<file path="src/rtl/data_router_pkg.sv">
// Shared types and widths for the data_router sequencer.
// Imported by tile_step_cnt and data_router_ctrl.
package data_router_pkg;

    localparam int COL_W   = 28;
    localparam int ROW_W   = 8;
    localparam int BANK_W  = 8;
    localparam int RPSEL_W = 2;

    typedef enum logic [2:0] {
        S_IDLE,
        S_ISSUE,
        S_WAIT_PE,
        S_ADV,
        S_FIN
    } dr_ctrl_state_e;

endpackage

</file>
<file path="src/rtl/data_router_ctrl_step.sv">
// tile_step_cnt: accumulator stepping by STEP with an index that
// wraps both back to zero once it reaches limit-1.
module tile_step_cnt
    import data_router_pkg::*;
#(
    parameter int W    = 8,
    parameter int LW   = 8,
    parameter int STEP = 1
) (
    input  logic          clk,
    input  logic          rst_n,
    input  logic          clr,
    input  logic          inc,
    input  logic [LW-1:0] limit,
    output logic [W-1:0]  value,
    output logic [LW-1:0] index,
    output logic          last
);

    logic [W-1:0]  value_q, value_d;
    logic [LW-1:0] index_q, index_d;

    assign last  = (index_q == limit - LW'(1));
    assign value = value_q;
    assign index = index_q;

    // next value: clear wins, then step or wrap on the last index
    always_comb begin
        value_d = value_q;
        index_d = index_q;
        if (clr) begin
            value_d = '0;
            index_d = '0;
        end else if (inc) begin
            if (last) begin
                value_d = '0;
                index_d = '0;
            end else begin
                value_d = value_q + W'(STEP);
                index_d = index_q + LW'(1);
            end
        end
    end

    // counter registers
    always_ff @(posedge clk or negedge rst_n) begin
        if (!rst_n) begin
            value_q <= '0;
            index_q <= '0;
        end else begin
            value_q <= value_d;
            index_q <= index_d;
        end
    end

endmodule

</file>
<file path="src/rtl/data_router_ctrl.sv">
// data_router_ctrl: walks a depthwise layer bank/row/col tile by tile.
// Optional DR_CTRL_PERF_EN adds stall_cyc / pe_cyc counters.
module data_router_ctrl
    import data_router_pkg::*;
#(
    parameter int POX    = 16,
    parameter int POY    = 3,
    parameter int STRIDE = 2
) (
    input  logic               clk,
    input  logic               rst_n,
    input  logic               start,
    input  logic               cfg_dw,
    input  logic [15:0]        cfg_tx,
    input  logic [7:0]         cfg_ty,
    input  logic [7:0]         cfg_nch,
    input  logic               buf_rdy,
    input  logic               dwpe_ena,
    output logic               rd_req,
    output logic [BANK_W-1:0]  bank,
    output logic [ROW_W-1:0]   row,
    output logic [COL_W-1:0]   col,
    output logic [RPSEL_W-1:0] rpsel,
    output logic               blkend,
    output logic               dw_comp,
    output logic               busy,
    output logic               done
`ifdef DR_CTRL_PERF_EN
    ,
    output logic [31:0]        stall_cyc,
    output logic [31:0]        pe_cyc
`endif
);

    localparam int COL_STEP = POX * STRIDE;
    localparam int ROW_STEP = POY * STRIDE;
    localparam int BUFH     = STRIDE + 1;

    dr_ctrl_state_e     state_q, state_d;
    logic [15:0]        tx_q, tx_d;
    logic [7:0]         ty_q, ty_d;
    logic [7:0]         nch_q, nch_d;
    logic               dw_q, dw_d;
    logic               seen_q, seen_d;
    logic [RPSEL_W-1:0] rpsel_q, rpsel_d;

    logic        start_ok, adv;
    logic        col_last, row_last, bank_last;
    logic [15:0] col_idx;
    logic [7:0]  row_idx, bank_idx;

    assign start_ok = (state_q == S_IDLE) && start;
    assign adv      = (state_q == S_ADV);

    tile_step_cnt #(.W(COL_W), .LW(16), .STEP(COL_STEP)) u_col (
        .clk(clk), .rst_n(rst_n), .clr(start_ok), .inc(adv),
        .limit(tx_q), .value(col), .index(col_idx), .last(col_last)
    );

    tile_step_cnt #(.W(ROW_W), .LW(8), .STEP(ROW_STEP)) u_row (
        .clk(clk), .rst_n(rst_n), .clr(start_ok),
        .inc(adv && col_last),
        .limit(ty_q), .value(row), .index(row_idx), .last(row_last)
    );

    tile_step_cnt #(.W(BANK_W), .LW(8), .STEP(1)) u_bank (
        .clk(clk), .rst_n(rst_n), .clr(start_ok),
        .inc(adv && col_last && row_last),
        .limit(nch_q), .value(bank), .index(bank_idx), .last(bank_last)
    );

    // sequencer next state, cfg latch, PE falling-edge tracking
    always_comb begin
        state_d = state_q;
        tx_d    = tx_q;
        ty_d    = ty_q;
        nch_d   = nch_q;
        dw_d    = dw_q;
        seen_d  = seen_q;
        rpsel_d = rpsel_q;
        unique case (state_q)
            S_IDLE: begin
                if (start) begin
                    tx_d    = cfg_tx;
                    ty_d    = cfg_ty;
                    nch_d   = cfg_nch;
                    dw_d    = cfg_dw;
                    rpsel_d = '0;
                    seen_d  = 1'b0;
                    if (cfg_tx == '0 || cfg_ty == '0 || cfg_nch == '0)
                        state_d = S_FIN;
                    else
                        state_d = S_ISSUE;
                end
            end
            S_ISSUE: begin
                if (buf_rdy) state_d = S_WAIT_PE;
            end
            S_WAIT_PE: begin
                if (seen_q && !dwpe_ena) begin
                    seen_d  = 1'b0;
                    state_d = S_ADV;
                end else if (dwpe_ena) begin
                    seen_d = 1'b1;
                end
            end
            S_ADV: begin
                if (col_last) begin
                    if (row_last)
                        rpsel_d = '0;
                    else if (rpsel_q == RPSEL_W'(BUFH - 1))
                        rpsel_d = '0;
                    else
                        rpsel_d = rpsel_q + RPSEL_W'(1);
                end
                if (col_last && row_last && bank_last)
                    state_d = S_FIN;
                else
                    state_d = S_ISSUE;
            end
            S_FIN: begin
                dw_d    = 1'b0;
                state_d = S_IDLE;
            end
            default: state_d = S_IDLE;
        endcase
    end

    // sequencer registers
    always_ff @(posedge clk or negedge rst_n) begin
        if (!rst_n) begin
            state_q <= S_IDLE;
            tx_q    <= '0;
            ty_q    <= '0;
            nch_q   <= '0;
            dw_q    <= 1'b0;
            seen_q  <= 1'b0;
            rpsel_q <= '0;
        end else begin
            state_q <= state_d;
            tx_q    <= tx_d;
            ty_q    <= ty_d;
            nch_q   <= nch_d;
            dw_q    <= dw_d;
            seen_q  <= seen_d;
            rpsel_q <= rpsel_d;
        end
    end

    assign rd_req  = (state_q == S_ISSUE);
    assign busy    = (state_q != S_IDLE);
    assign done    = (state_q == S_FIN);
    assign blkend  = adv && col_last && row_last;
    assign dw_comp = dw_q;
    assign rpsel   = rpsel_q;

`ifdef DR_CTRL_PERF_EN
    logic [31:0] stall_q, stall_d;
    logic [31:0] pe_q, pe_d;

    // saturating stall / PE-busy cycle counters, cleared on start
    always_comb begin
        stall_d = stall_q;
        pe_d    = pe_q;
        if (start_ok) begin
            stall_d = '0;
            pe_d    = '0;
        end else begin
            if (state_q == S_ISSUE && !buf_rdy && stall_q != '1)
                stall_d = stall_q + 32'd1;
            if (state_q == S_WAIT_PE && pe_q != '1)
                pe_d = pe_q + 32'd1;
        end
    end

    // perf registers
    always_ff @(posedge clk or negedge rst_n) begin
        if (!rst_n) begin
            stall_q <= '0;
            pe_q    <= '0;
        end else begin
            stall_q <= stall_d;
            pe_q    <= pe_d;
        end
    end

    assign stall_cyc = stall_q;
    assign pe_cyc    = pe_q;
`endif

endmodule
</file>
<file path="config.mk">
export PLATFORM = sky130hd
export DESIGN_NAME = data_router_ctrl
export DESIGN_NICKNAME = d
export VERILOG_FILES = /design/src/rtl/data_router_pkg.sv /design/src/rtl/data_router_ctrl_step.sv /design/src/rtl/data_router_ctrl.sv
export SDC_FILE = /design/constraint.sdc
export NUM_CORES = 1
export LEC_CHECK = 0
export ABC_AREA = 0
export CORE_MARGIN = 2
export CORE_UTILIZATION = 40
export DETAILED_ROUTE_END_ITERATION = 8
export GPL_TIMING_DRIVEN = 0
export PLACE_DENSITY = 0.66
export SYNTH_ARGS = -nofsm -noshare
export SYNTH_HDL_FRONTEND = slang
export SYNTH_SLANG_ARGS = --single-unit
</file>
<file path="constraint.sdc">
create_clock -name clk -period 2.9 [get_ports clk]
set_input_delay 0.29 -clock clk [delete_from_list [all_inputs] [get_ports clk]]
set_output_delay 0.29 -clock clk [all_outputs]
set_load 0.02 [all_outputs]
</file>
==> out/results.ini, run 1 <==
[run_status]
status = complete, but fails checks
violations = negative setup slack

[cts]
cts_tree = done
cts-root-buf = clkbuf_16
cts_num_sinks = 109
clk_latency_ns = 0.37
numCtsBuffers = 9
htree_levels = 3
path_clk_slew_ns = 0.08
clock_path_buffers = 2

[timing]
maxSlewViolCount = 0
setup_viol = 70
final.setup.worst_slack_ns = -0.295
rsz0062_at_grt = yes
relSlewSlack_pct = 30.2
timing.fmax_mhz = 313
finalClockSkew_ns = 0.0114
timing.final.hold_violations = 0
tightest_slew_ns = 1.04
fin_crit_ns = 3.20
period_share_pct = 110

[setup_path]
crit_slowest_cell = or4b_4
slowest_delay_ns = 0.60
cp_max_fo = 10
r2r_slack_ns = -0.30
worst_ep_required_time_ns = 3.13
end_kind = register
startpoint_type = register
critPathBufInv = 3
reg2reg_depth = 10
r2r-start = tx_q[4]$_DFFE_PN0P_
path_cells = or4_4 > or3_4 > nor4_4 > o211ai_1 > buf_4 > or4b_4 > buf_12 > nand2_4 > buf_6 > o311ai_1
r2r_end = u_col.index[12]$_DFFE_PN0P_
cp_top_family = simple AND/OR/NAND/NOR gates
arrival_ns = 3.43
setup.worst_path.class = register to register

[logic_synthesis]
netlist_instances = 773
netlist_area_um2 = 6640
synth_area_per_cell_um2 = 8.59
synth_top_area_share_pct = 41.1
yosys_warnings = 0
ys.flop_type = dfrtp_1
synth_seq_area_share_pct = 41.1
yosys_register_bits = 109
ys_types = 62
synth_edf_count = 0
async_reset_ff_share_pct = 100
synthTopCellsByArea = dfrtp_1 (41%), nand2_1 (8.0%), xnor2_1 (3.7%)
yosysTopAreaCell = dfrtp_1

[die]
core_um2 = 16400
ioPinCount = 89
die_y_um = 133
row_count = 47
die_w_um = 133
initial_core_util_pct = 40.5
die-area_um2 = 17700

[routing]
vias_per_cell = 5.67
routed_wirelength_um = 19400
drc = 0
routedWlPerCell_um = 17.3
first_iter_violations = 488
first_pass_iters = 5
ant_nets = 0
vias = 6366

[power]
power_mw = 7.25
sw_frac_of_total_pct = 44.2
power_density_nw_per_um2 = 807
power_frac_seq_pct = 34.9
p_clk_share_pct = 17.0
pwr-share-comb_pct = 48.0
p_leak_nw = 3.64
power.internal_mw = 4.04
ir_drop_mv = 0.416
switchingPower_mw = 3.20

[cells_and_area]
nets = 945
final_common_cell = nand2_1
drive_gt1_share_pct = 16.2
fin_util_pct = 54.7
diodes = 0
area_delta_synth_final_pct = 35.1
layout_common_cells = nand2_1 (140), dfrtp_1 (106), clkdlybuf4s50_1 (80), nand3_1 (40), nor2_1 (36)
stdcell_count = 1123

[worst_hold_path]
hold_class = input pin to async pin

[global_route]
grt_pass1_wl_um = 31100
antenna_found_initial = 0
track_usage_pct = 21.9
grt-ovfl-total = 0
grt_max_degree = 58
grt_pass1_vias = 5953

[place]
place_inst = 1081
port-buffer-count = 82
globalplace.congestion = 0.849
dp_hpwl_um = 12800

[job]
cap_violations = 0

cell families (layout without fill, tap and decap cells):
kind of cell | count (synthesis) | after routing | share of synthesized area (%)
simple gates | 366 | 366 | 27.4
compound gates | 153 | 153 | 16.7
flops | 109 | 109 | 41.1
buf+inv | 77 | 202 | 5.16
xor+xnor | 46 | 46 | 6.07
mux | 11 | 11 | 1.70
fa+ha+maj | 10 | 10 | 1.85
other cells | 1 | 6 | 0.0565
Yosys cell counts (5+ instances only):
library cell  number
nand4_1           30
mux2i_1            9
buf_4              8
a21oi_1           15
ha_1               9
o21ai_0           27
dfrtp_1          109
xnor2_1           28
nand4b_1           5
a22o_1             6
nand2_1          142
inv_1             24
o311ai_0           9
buf_2              7
or3_1              8
nor3_1            10
o311ai_1          22
or4_1              5
o2bb2ai_1          5
clkbuf_1          32
nand2b_1          16
and3_1            19
nor2_1            38
nor4_1            16
nand3_1           43
or2_2             12
a31oi_1           15
o31ai_1            8
xor2_1            18
o211ai_1          17
worst max-delay path by stage:
stage                             start                     endpoint  slack, ns  depth (start not counted)
global route        tx_q[5]$_DFFE_PN0P_  u_col.index[10]$_DFFE_PN0P_      -0.37                         10
global placement                  rst_n  u_col.index[11]$_DFFE_PN0P_      -2.92                          1
detailed placement  tx_q[9]$_DFFE_PN0P_                       blkend      -0.78                          7
floorplan           tx_q[9]$_DFFE_PN0P_   u_col.value[8]$_DFFE_PN0P_      -0.08                          9
CTS                 tx_q[3]$_DFFE_PN0P_                       blkend      -0.28                          8
finish              tx_q[4]$_DFFE_PN0P_  u_col.index[12]$_DFFE_PN0P_      -0.30                         10
power by group through the flow:
stage	registers [mW]	logic, mW	clock network [mW]
after global placement	2.51	2.99	0
after detailed placement	2.52	3.04	0
after CTS	2.51	3.32	1.25
final	2.53	3.48	1.23
after floorplan	2.53	2.01	0
after global routing	2.61	3.80	1.30
registers in the layout, summed over array words and instances, names as in the netlist:
register,flops
u_col.value,23
tx_q,16
u_col.index,16
nch_q,8
ty_q,8
u_bank.index,8
u_bank.value,8
u_row.index,8
u_row.value,7
state_q,3
rpsel,2
dw_comp,1
seen_q,1
routing by layer:
layer  share of wire [%]  GRT usage [%]  vias up
met5                   0              0        -
met4                 1.4           6.75        0
met3                 5.6           2.99       17
met2                  44           32.3      170
met1                  49           33.2     3101
li1                    -              -     3078
worst reg2reg max path: stages, from the launching register on:
cell      delay (ns)
dfrtp_2         0.48
or4_4           0.55
or3_4           0.39
nor4_4          0.23
o211ai_1        0.13
buf_4           0.18
or4b_4          0.60
buf_12          0.17
nand2_4         0.08
buf_6           0.15
o311ai_1        0.11
layout make-up:
class                   instances  area (µm²)
plain buffers                  48         318
clock buffers                  10         239
clock inverters                 6        47.5
fillers                      1468        7430
inverters                      24        90.1
multi-input cells             592        4090
flip-flops and latches        109        2730
well taps                     220         275
repair buffers                114        1190
through the flow:
step / TNS (ns) / hold slack [ns] / instance area (µm²) / worst slack (ns)
6_report: -13.46 / 0.453 / 8970 / -0.295
5_1_grt: -18.87 / 0.500 / 8970 / -0.368
4_1_cts: -11.56 / 0.469 / 8710 / -0.285
3_5_place_dp: -30.31 / 0.288 / 7810 / -0.782
3_3_place_gp: -346.27 / 0.492 / 7780 / -2.92
2_1_floorplan: -2.15 / -0.00559 / 6680 / -0.0763
timing repair:
action                                  4_1_cts  5_1_grt
gates resized for setup                     115       49
setup buffers                                17       11
hold buffers                                  1        0
endpoints found under the setup margin       75       71
gates cloned                                  5        0
hold endpoints to repair                     52        0
pin swaps                                    42       23
(Power assumes the default switching activity.)
==> inputs of run 2 (changes only) <==
CAP_MARGIN = 30   (was default)
MAX_ROUTING_LAYER = met4   (was default)
SKIP_LAST_GASP = 1   (was default)
==> out/results.ini, run 2 (same netlist as run 1, synthesis figures left out) <==
[cells_and_area]
fill_cells = 1456  ; -0.82%
layout_common_cells = nand2_1 (140), dfrtp_1 (106), clkdlybuf4s50_1 (80), nand3_1 (40), nor2_1 (36)
drive_gt1_share_pct = 19.1  ; +3.0 points
area_delta_synth_final_pct = 40.6
nets = 956  ; +1.2%
final_common_cell = nand2_1
fin_util_pct = 56.9  ; +2.2 points
diodes = 0  ; unchanged
stdcell_count = 1134  ; +0.98%
largest_reg_flops = 23  ; unchanged

[global_route]
busiest_layer = met2
grt-ovfl-total = 0  ; unchanged
use_met2_pct = 33.4  ; +1.1 points
grt_pass1_vias = 6075  ; +2.0%
grt_pass1_wl_um = 31700  ; +1.8%
antenna_found_initial = 0  ; unchanged
use_met1_pct = 33.0  ; -0.19 points
grt_max_degree = 58  ; unchanged
track_usage_pct = 23.0  ; +1.1 points
met3_usage_pct = 3.49  ; +0.50 points

[timing]
timing.final.hold_violations = 0  ; unchanged
final.setup.worst_slack_ns = -0.276  ; +0.0188 ns
rsz0062_at_grt = yes
hold_ws_ns = 0.441  ; -0.0119 ns
fin_tns_setup_ns = -12.00  ; +1.46 ns
setup_viol = 71  ; +1.4%
finalClockSkew_ns = 0.0109  ; -0.000503 ns
period_share_pct = 110  ; -0.65 points
fin_crit_ns = 3.18  ; -0.0188 ns
timing.fmax_mhz = 315  ; +0.59%
relSlewSlack_pct = 33.7  ; +3.5 points
tightest_slew_ns = 0.994  ; -0.0485 ns
maxSlewViolCount = 0  ; unchanged

[power]
ir_drop_mv = 0.475  ; +14%
p_leak_nw = 3.80  ; +4.2%
power_density_nw_per_um2 = 828  ; +2.6%

[routing]
routed_wirelength_um = 20300  ; +4.6%
first_pass_iters = 4  ; -1
first_iter_violations = 600  ; +23%
drc = 0  ; unchanged
ant_nets = 0  ; unchanged
routedWlPerCell_um = 17.9  ; +3.5%
vias_per_cell = 5.72  ; +0.90%
vias = 6486  ; +1.9%

[cts]
path_clk_slew_ns = 0.08  ; about the same
htree_levels = 3  ; unchanged
cts_tree = done
cts_num_sinks = 109  ; unchanged
numCtsBuffers = 9  ; unchanged
clock_path_buffers = 2  ; unchanged
cts-root-buf = clkbuf_16
clk_latency_ns = 0.37  ; about the same

[die]
die_y_um = 133  ; unchanged
row_count = 47  ; unchanged
ioPinCount = 89  ; unchanged
die-area_um2 = 17700  ; unchanged
die_w_um = 133  ; unchanged
initial_core_util_pct = 40.5  ; unchanged
core_um2 = 16400  ; unchanged

[setup_path]
arrival_ns = 2.89  ; -0.54 ns
startpoint_type = register
cp_max_fo = 5  ; -5
worst_ep_required_time_ns = 2.61  ; -0.52 ns
setup.worst_path.class = register to output pin
end_kind = output pin

[place]
place_inst = 1082  ; +0.093%
dp_hpwl_um = 12800  ; +0.19%
port-buffer-count = 82  ; unchanged
globalplace.congestion = 0.863  ; +1.6%
pre_cts_slack_ns = -0.767  ; +0.0156 ns

[run_status]
status = complete, but fails checks
violations = negative setup slack

[job]
cap_violations = 0  ; unchanged

[worst_hold_path]
hold_class = input pin to async pin

[run 2: cell type report]
class / count / area, µm² / share of cell area (%)
sequential: 109 / 2730 / 29.3
timing repair buffer: 121 / 1300 / 13.9
tap: 220 / 275 / 2.95
clock inverter: 6 / 110 / 1.18
buffer: 50 / 344 / 3.69
inverter: 24 / 90.1 / 0.965
clock buffer: 10 / 239 / 2.56
multi-input combinational: 594 / 4250 / 45.5
[run 2: per-layer routing]
layer | share of wire, % | vias up
met5 | 0 | -
met4 | 1.6 | 0
met3 | 4.9 | 23
met2 | 45 | 181
met1 | 48 | 3202
li1 | - | 3080
[run 2: power by group]
| part | internal [mW] | switching (mW) |
|---|---|---|
| clock | 0.868 | 0.619 |
| combinational | 1.61 | 2.12 |
| sequential | 1.95 | 0.571 |
[run 2: timing repair]
item                       CTS  global route
hold endpoints to repair    52             0
setup endpoints to repair   75            73
gates cloned                 4             6
pin swaps                   41            37
hold buffers                 1             0
gates resized for setup    113            60
setup buffers               20            10
[run 2: stage by stage]
step / area, µm² / power, mW
after floorplan: 6680 / 4.53
after global routing: 9340 / 8.19
final: 9340 / 7.73
after detailed placement: 7810 / 5.55
after global placement: 7780 / 5.51
after CTS: 8810 / 7.37
[run 2: final timing paths]
path	start	end	slack [ns]	cells past startpoint
max in group asynchronous	rst_n	tx_q[10]$_DFFE_PN0P_	1.76	3
worst max-delay path	tx_q[4]$_DFFE_PN0P_	blkend	-0.28	7
worst min register to register	u_col.value[27]$_DFFE_PN0P_	u_col.value[27]$_DFFE_PN0P_	0.51	1
min in group clk	cfg_dw	dw_comp$_DFFE_PN0P_	0.48	3
worst min-delay path	rst_n	u_bank.value[0]$_DFFE_PN0P_	0.44	2
worst max register to register	tx_q[4]$_DFFE_PN0P_	u_col.value[11]$_DFFE_PN0P_	-0.24	9
[run 2: worst max-delay path, cell delays in order, from the launching register on]
cell and delay [ns]:
dfrtp_2 0.42, or4_4 0.54, or3_4 0.38, o31a_1 0.29
o211ai_1 0.49, nor3_4 0.11, and2_4 0.16, buf_6 0.12
==> inputs of run 3 (changes only) <==
SLEW_MARGIN = 20   (was default)
==> results of run 3 <==
The final DEF is identical to that of run 2; final timing and power are the same.
